$ cat config.mk
export PLATFORM = sky130hd
export DESIGN_NAME = flash_cmd_sequencer
export DESIGN_NICKNAME = d
export VERILOG_FILES = /design/src/rtl/flash_pkg.sv /design/src/rtl/flash_busy_timer.sv /design/src/rtl/flash_cmd_sequencer.sv
export SDC_FILE = /design/constraint.sdc
export NUM_CORES = 1
export LEC_CHECK = 0
export CORE_MARGIN = 1.5
export CORE_UTILIZATION = 52
export DETAILED_ROUTE_END_ITERATION = 16
export HOLD_SLACK_MARGIN = 0.15
export PLACE_DENSITY = 0.78
export SYNTH_ARGS = -nofsm -noshare
export SYNTH_HDL_FRONTEND = slang
export SYNTH_HIERARCHICAL = 1
export SYNTH_SLANG_ARGS = --single-unit
$ cat constraint.sdc
create_clock -name SCL -period 3.35 [get_ports SCL]
set_input_delay 1.005 -clock SCL [delete_from_list [all_inputs] [get_ports SCL]]
set_output_delay 1.005 -clock SCL [all_outputs]
set_load 0.005 [all_outputs]
$ cat src/rtl/flash_pkg.sv
// flash_pkg: shared op encodings, flash byte constants, sequencer states and helpers.
package flash_pkg;

    localparam logic [1:0] OP_PROGRAM      = 2'd0;
    localparam logic [1:0] OP_SECTOR_ERASE = 2'd1;
    localparam logic [1:0] OP_CHIP_ERASE   = 2'd2;
    localparam logic [1:0] OP_RESET        = 2'd3;

    localparam logic [7:0] BYTE_AA = 8'hAA;
    localparam logic [7:0] BYTE_55 = 8'h55;
    localparam logic [7:0] BYTE_B0 = 8'hB0;
    localparam logic [7:0] BYTE_C0 = 8'hC0;
    localparam logic [7:0] BYTE_D0 = 8'hD0;
    localparam logic [7:0] BYTE_E0 = 8'hE0;

    localparam int MAX_LEN_DEF = 16;

    typedef enum logic [2:0] {
        S_IDLE, S_UNL1, S_UNL2, S_CMD, S_DREQ, S_DATA, S_WAIT_BUSY, S_DONE
    } state_t;

    function automatic logic [7:0] op_code(input logic [1:0] op);
        return op == OP_PROGRAM      ? BYTE_B0 :
               op == OP_SECTOR_ERASE ? BYTE_C0 :
               op == OP_CHIP_ERASE   ? BYTE_D0 : BYTE_E0;
    endfunction

    // Constant byte the mux must present in a given state; 00 where no constant applies.
    function automatic logic [7:0] cur_byte(input state_t st, input logic [1:0] op);
        return st == S_UNL1 ? BYTE_AA :
               st == S_UNL2 ? BYTE_55 :
               st == S_CMD  ? op_code(op) : 8'h00;
    endfunction

endpackage

$ cat src/rtl/flash_busy_timer.sv
// flash_busy_timer: counts enabled cycles, flags expiry on the TMO_CYC-th one.
//   clk, rst_n : clock, async active-low reset
//   clr        : hold the count at zero
//   en         : count this cycle (flash still busy)
//   expire     : this enabled cycle is the TMO_CYC-th since clear
module flash_busy_timer #(
    parameter int TMO_CYC = 4096
) (
    input  logic clk,
    input  logic rst_n,
    input  logic clr,
    input  logic en,
    output logic expire
);

    localparam int CNT_W = $clog2(TMO_CYC + 1);

    logic [CNT_W-1:0] cnt_q, cnt_d;

    assign expire = en && cnt_q == CNT_W'(TMO_CYC - 1);

    always_comb begin
        cnt_d = clr ? '0 : (en && !expire) ? cnt_q + CNT_W'(1) : cnt_q;
    end

    always_ff @(posedge clk or negedge rst_n) begin
        if (!rst_n) cnt_q <= '0;
        else        cnt_q <= cnt_d;
    end

endmodule

$ cat src/rtl/flash_cmd_sequencer.sv
// flash_cmd_sequencer: turns a host command into the AA,55,cmd[,data...] byte stream on the write mux.
//   SCL, rst_n          : clock (posedge), async active-low reset
//   cmdValid/cmdReady   : host command handshake; cmdOp, cmdLen latched on accept
//   dataReq/dataAvail   : per-byte host data request / data present
//   byteValid/byteAck   : select valid to shifter / shifter finished byte
//   sel*                : one-hot mux selects
//   flashBusy           : flash internal operation in progress
//   done, err           : completion pulse, sticky error
// Optional: FLASH_SEQ_TIMEOUT_EN bounds WAIT_BUSY to TMO_CYC busy cycles.
module flash_cmd_sequencer
    import flash_pkg::*;
#(
    parameter int MAX_LEN = MAX_LEN_DEF,
    parameter int LEN_W   = 5,
    parameter int TMO_CYC = 4096
) (
    input  logic             SCL,
    input  logic             rst_n,
    input  logic             cmdValid,
    output logic             cmdReady,
    input  logic [1:0]       cmdOp,
    input  logic [LEN_W-1:0] cmdLen,
    output logic             dataReq,
    input  logic             dataAvail,
    output logic             byteValid,
    input  logic             byteAck,
    output logic             selData,
    output logic             selAA,
    output logic             sel55,
    output logic             selB0,
    output logic             selC0,
    output logic             selD0,
    output logic             selE0,
    input  logic             flashBusy,
    output logic             done,
    output logic             err
);

    state_t           state_q, state_d;
    logic [1:0]       op_q, op_d;
    logic [LEN_W-1:0] len_q, len_d, cnt_q, cnt_d, cnt_inc;
    logic             err_q, err_d, done_q, done_d;
    logic             cmd_ready_q, cmd_ready_d, byte_valid_q, byte_valid_d, data_req_q, data_req_d;
    logic [6:0]       sel_q, sel_d;
    logic [7:0]       byte_d;
    logic             bad_len, tmo_fire;

`ifdef FLASH_SEQ_TIMEOUT_EN
    flash_busy_timer #(.TMO_CYC(TMO_CYC)) u_timer (
        .clk    (SCL),
        .rst_n  (rst_n),
        .clr    (state_q != S_WAIT_BUSY),
        .en     (flashBusy),
        .expire (tmo_fire)
    );
`else
    logic unused_tmo;
    assign unused_tmo = ^TMO_CYC;
    assign tmo_fire   = 1'b0;
`endif

    assign bad_len = cmdOp == OP_PROGRAM && (cmdLen == '0 || cmdLen > LEN_W'(MAX_LEN));
    assign cnt_inc = &cnt_q ? cnt_q : cnt_q + LEN_W'(1);

    always_comb begin
        state_d = state_q;
        op_d    = op_q;
        len_d   = len_q;
        cnt_d   = cnt_q;
        err_d   = err_q;
        done_d  = 1'b0;
        case (state_q)
            S_IDLE: if (cmdValid) begin
                op_d    = cmdOp;
                len_d   = cmdLen;
                cnt_d   = '0;
                err_d   = bad_len;
                done_d  = bad_len;
                state_d = bad_len ? S_IDLE : S_UNL1;
            end
            S_UNL1: if (byteAck) state_d = S_UNL2;
            S_UNL2: if (byteAck) state_d = S_CMD;
            S_CMD:  if (byteAck) state_d = op_q == OP_PROGRAM ? S_DREQ : S_WAIT_BUSY;
            // dataAvail alone moves DREQ on, so a coincident byteAck is dropped.
            S_DREQ: if (dataAvail) state_d = S_DATA;
            S_DATA: if (byteAck) begin
                cnt_d   = cnt_inc;
                state_d = cnt_inc == len_q ? S_WAIT_BUSY : S_DREQ;
            end
            S_WAIT_BUSY: begin
                err_d   = err_q || (flashBusy && tmo_fire);
                state_d = (!flashBusy || tmo_fire) ? S_DONE : S_WAIT_BUSY;
            end
            default: state_d = S_IDLE;
        endcase
        // Outputs are registered from the next state so they line up with state_q.
        byte_d       = cur_byte(state_d, op_d);
        done_d       = done_d || state_d == S_DONE;
        cmd_ready_d  = state_d == S_IDLE;
        data_req_d   = state_d == S_DREQ && state_q != S_DREQ;
        sel_d        = {state_d == S_DATA, byte_d == BYTE_AA, byte_d == BYTE_55, byte_d == BYTE_B0,
                        byte_d == BYTE_C0, byte_d == BYTE_D0, byte_d == BYTE_E0};
        byte_valid_d = |sel_d;
    end

    always_ff @(posedge SCL or negedge rst_n) begin
        if (!rst_n) begin
            state_q      <= S_IDLE;
            op_q         <= OP_PROGRAM;
            len_q        <= '0;
            cnt_q        <= '0;
            err_q        <= 1'b0;
            done_q       <= 1'b0;
            cmd_ready_q  <= 1'b1;
            byte_valid_q <= 1'b0;
            data_req_q   <= 1'b0;
            sel_q        <= '0;
        end else begin
            state_q      <= state_d;
            op_q         <= op_d;
            len_q        <= len_d;
            cnt_q        <= cnt_d;
            err_q        <= err_d;
            done_q       <= done_d;
            cmd_ready_q  <= cmd_ready_d;
            byte_valid_q <= byte_valid_d;
            data_req_q   <= data_req_d;
            sel_q        <= sel_d;
        end
    end

    assign cmdReady  = cmd_ready_q;
    assign dataReq   = data_req_q;
    assign byteValid = byte_valid_q;
    assign done      = done_q;
    assign err       = err_q;
    assign {selData, selAA, sel55, selB0, selC0, selD0, selE0} = sel_q;

endmodule

==> load_flow_metrics.sql <==
INSERT INTO impl_metrics (metric_group, metric, value, unit) VALUES
('run', 'drv_cap', '0', ''),
('cts', 'cts_resized', '0', ''),
('floorplan', 'placeableCoreArea', '2480', 'um^2'),
('setup_path', 'crit_start', 'cmdValid', ''),
('cts', 'cts_made_buffers', '3', ''),
('route', 'ant_nets', '0', ''),
('power_and_ir_drop', 'p_leak', '0.735', 'nW'),
('setup_path', 'cp-start-kind', 'primary input', ''),
('cts', 'ctsRootBufferMaster', 'sky130_fd_sc_hd__clkbuf_4', ''),
('floorplan', 'die_height', '54.3', 'um'),
('sta', 'slew_limit_headroom', '0.605', ''),
('floorplan', 'placementRows', '18', ''),
('synth', 'yosys_warnings', '6', ''),
('setup_path', 'critical_setup_path_kind', 'primary input to register', ''),
('cts', 'clock_path_buffers', '2', ''),
('cells_and_area', 'final_core_util', '0.673', ''),
('floorplan', 'total_i_o_pin_count', '25', ''),
('cts', 'clkLatencyLatePin', '0.32', 'ns'),
('cells_and_area', 'post_route_cells_drive_above_1_share', '0.117', ''),
('synth', 'synth_seq_area_share', '0.495', ''),
('route', 'route.final.wire_length', '2.86', 'mm'),
('setup_path', 'worst-endpoint-required', '3.61', 'ns'),
('sta', 'rsz0062_at_grt', 'false', ''),
('sta', 'fin_worst_skew', '0.00311', 'ns'),
('hold_path', 'holdCritStartpoint', 'len_q[0]', ''),
('cts', 'cts.sink_count', '27', ''),
('global_routing', 'first_pass_grt_wire_length', '4.36', 'mm'),
('run_status', 'status', 'completed', ''),
('cells_and_area', 'number_of_inserted_filler_cells_in_the_final_layout', '200', ''),
('setup_path', 'regToRegSetupSlack', '0.95', 'ns'),
('cells_and_area', 'final_net_count', '178', ''),
('route', 'post_drt_via_cell_ratio', '5.72', ''),
('global_routing', 'first_global_vias', '1000', ''),
('route', 'drtIter0Drc', '12', ''),
('synth', 'ys_ff_latch', '27', ''),
('cells_and_area', 'area_overhead_of_the_layout_relative_to_synthesis', '22.0', '%'),
('synth', 'synth.avg_cell_area', '9.97', 'um^2'),
('sta', 'fin_setup_tns', '0', 'ns'),
('synth', 'yosys.area.top_type', 'sky130_fd_sc_hd__dfrtp_1', ''),
('setup_path', 'worstSetupEndpoint', 'sel_q[2]', ''),
('setup_path', 'timing.reg2reg.worst_path_depth', '8', ''),
('synth', 'synth.cells.most_frequent', 'sky130_fd_sc_hd__nand2_1, sky130_fd_sc_hd__dfrtp_1, sky130_fd_sc_hd__a21oi_1, sky130_fd_sc_hd__nor2_1', ''),
('sta', 'final_min_period_over_clock_period', '0.793', ''),
('route', 'drc', '0', ''),
('synth', 'synth.most_common_cell', 'sky130_fd_sc_hd__nand2_1', ''),
('global_routing', 'gr-usage-all-layers', '0.212', ''),
('setup_path', 'worstReg2RegEnd', 'byteValid', ''),
('synth', 'async_flop_share', '1.00', ''),
('route', 'routedWlPerCell', '14.9', 'um'),
('floorplan', 'die_width', '54.3', 'um'),
('setup_path', 'worstReg2RegStart', 'cnt_q[0]', ''),
('power_and_ir_drop', 'power-per-cell-area', '787', 'nW/um^2'),
('sta', 'transition_at_the_pin_with_the_smallest_max_transition_slack', '0.590', 'ns'),
('placed_design', 'io_buffer_count', '24', ''),
('setup_path', 'end_kind', 'register', ''),
('cts', 'cts_tree', 'yes', ''),
('placed_design', 'gp_congestion', '0.776', ''),
('synth', 'syn_area', '1370', 'um^2'),
('synth', 'yosys-top-cells-area', 'sky130_fd_sc_hd__dfrtp_1, sky130_fd_sc_hd__nand2_1, sky130_fd_sc_hd__mux2i_1', ''),
('setup_path', 'crit_path_max_fanout', '11', ''),
('hold_path', 'hp-class', 'register to register', ''),
('global_routing', 'grt_max_degree', '16', ''),
('floorplan', 'floorplan.initialDensity', '0.552', ''),
('cts', 'cts-htree-levels', '1', ''),
('synth', 'synth_nets', '152', ''),
('power_and_ir_drop', 'irDropWorstVdd', '0.000514', 'V'),
('setup_path', 'arrival', '2.92', 'ns'),
('floorplan', 'die_area', '2940', 'um^2'),
('synth', 'netlist-cell-type-count', '40', ''),
('synth', 'synthDominantCellAreaShare', '0.476', ''),
('synth', 'synth-main-ff-cell', 'sky130_fd_sc_hd__dfrtp_1', '');
==> layout make-up <==
class                           instances  area, um^2  area share
Sequential cell                        27         677       0.406
Tap cell                               30        37.5      0.0225
Clock buffer                            4        26.3      0.0158
Multi-Input combinational cell        101         651       0.390
Timing Repair Buffer                   26         255       0.153
Inverter                                4        20.0      0.0120
==> routing by layer <==
layer  global-route usage  routed length, um
met1                0.249               1160
met2                0.373               1570
met3               0.0383                 97
met4               0.0958                 36
met5                    0                  0
==> state kept, by name (all words and copies together) (netlist names) <==
register   flops
len_q          5
dataReq        1
cmdReady       1
byteValid      1
state_q        3
err            1
sel_q          7
cnt_q          5
done           1
op_q           2
==> critical path, stage by stage <==
cell	delay (ns)
sky130_fd_sc_hd__clkdlybuf4s50_1	0.46
sky130_fd_sc_hd__nand2_1	0.34
sky130_fd_sc_hd__nand2_1	0.09
sky130_fd_sc_hd__nand2_1	0.13
sky130_fd_sc_hd__inv_1	0.09
sky130_fd_sc_hd__ha_1	0.30
sky130_fd_sc_hd__nor3b_1	0.25
sky130_fd_sc_hd__nand3_1	0.13
sky130_fd_sc_hd__nor2_1	0.12
==> through the flow <==
step	instance area [um^2]	power [mW]	hold WS, ns	setup WS [ns]	std cells
6_report	1670	1.31	0.519	0.693	192
5_1_grt	1670	1.42	0.545	0.530	192
4_1_cts	1670	1.32	0.526	0.704	192
3_5_place_dp	1640	1.18	0.493	0.356	188
3_3_place_gp	1640	1.15	0.489	0.432	188
2_1_floorplan	1370	0.974	0.465	0.980	137
==> worst min path at each step <==
| stage | to | slack [ns] | cells past startpoint |
|---|---|---|---|
| floorplan | len_q[0] | 0.47 | 2 |
| global placement | len_q[0] | 0.49 | 2 |
| global route | len_q[0] | 0.55 | 2 |
| CTS | len_q[0] | 0.53 | 2 |
| detailed placement | len_q[0] | 0.49 | 2 |
| finish | len_q[0] | 0.52 | 2 |
==> placed cells by master (no fill, tap or decap), drive strengths merged, types with 3 or more instances in the layout <==
cell	count
nand2	30
clkdlybuf4s50	24
nor2	7
nor3	8
a21oi	7
and3	3
clkbuf	4
xnor2	4
nand3b	3
o21ai	5
inv	4
mux2i	4
dfrtp	26
nand3	4
==> report_power, final <==
| group | switching, mW | leakage (nW) | internal [mW] |
|---|---|---|---|
| logic | 0.329 | 0.368 | 0.296 |
| registers | 0.110 | 0.351 | 0.437 |
| clock network | 0.0932 | 0.0150 | 0.0466 |
| total | 0.532 | 0.735 | 0.780 |
==> cells by family (layout without fill, tap and decap cells) <==
group | Yosys count | in the layout | synth area share
AOI/OAI and AO/OA | 22 | 22 | 0.121
DFF | 27 | 27 | 0.495
xor gates and xnor gates | 6 | 6 | 0.0385
muxes | 5 | 5 | 0.0375
buffers and inverters | 9 | 34 | 0.0284
adders and majority gates | 2 | 2 | 0.0183
and+or+nand+nor | 66 | 66 | 0.261
No activity file was read; power rests on OpenSTA's default activity.
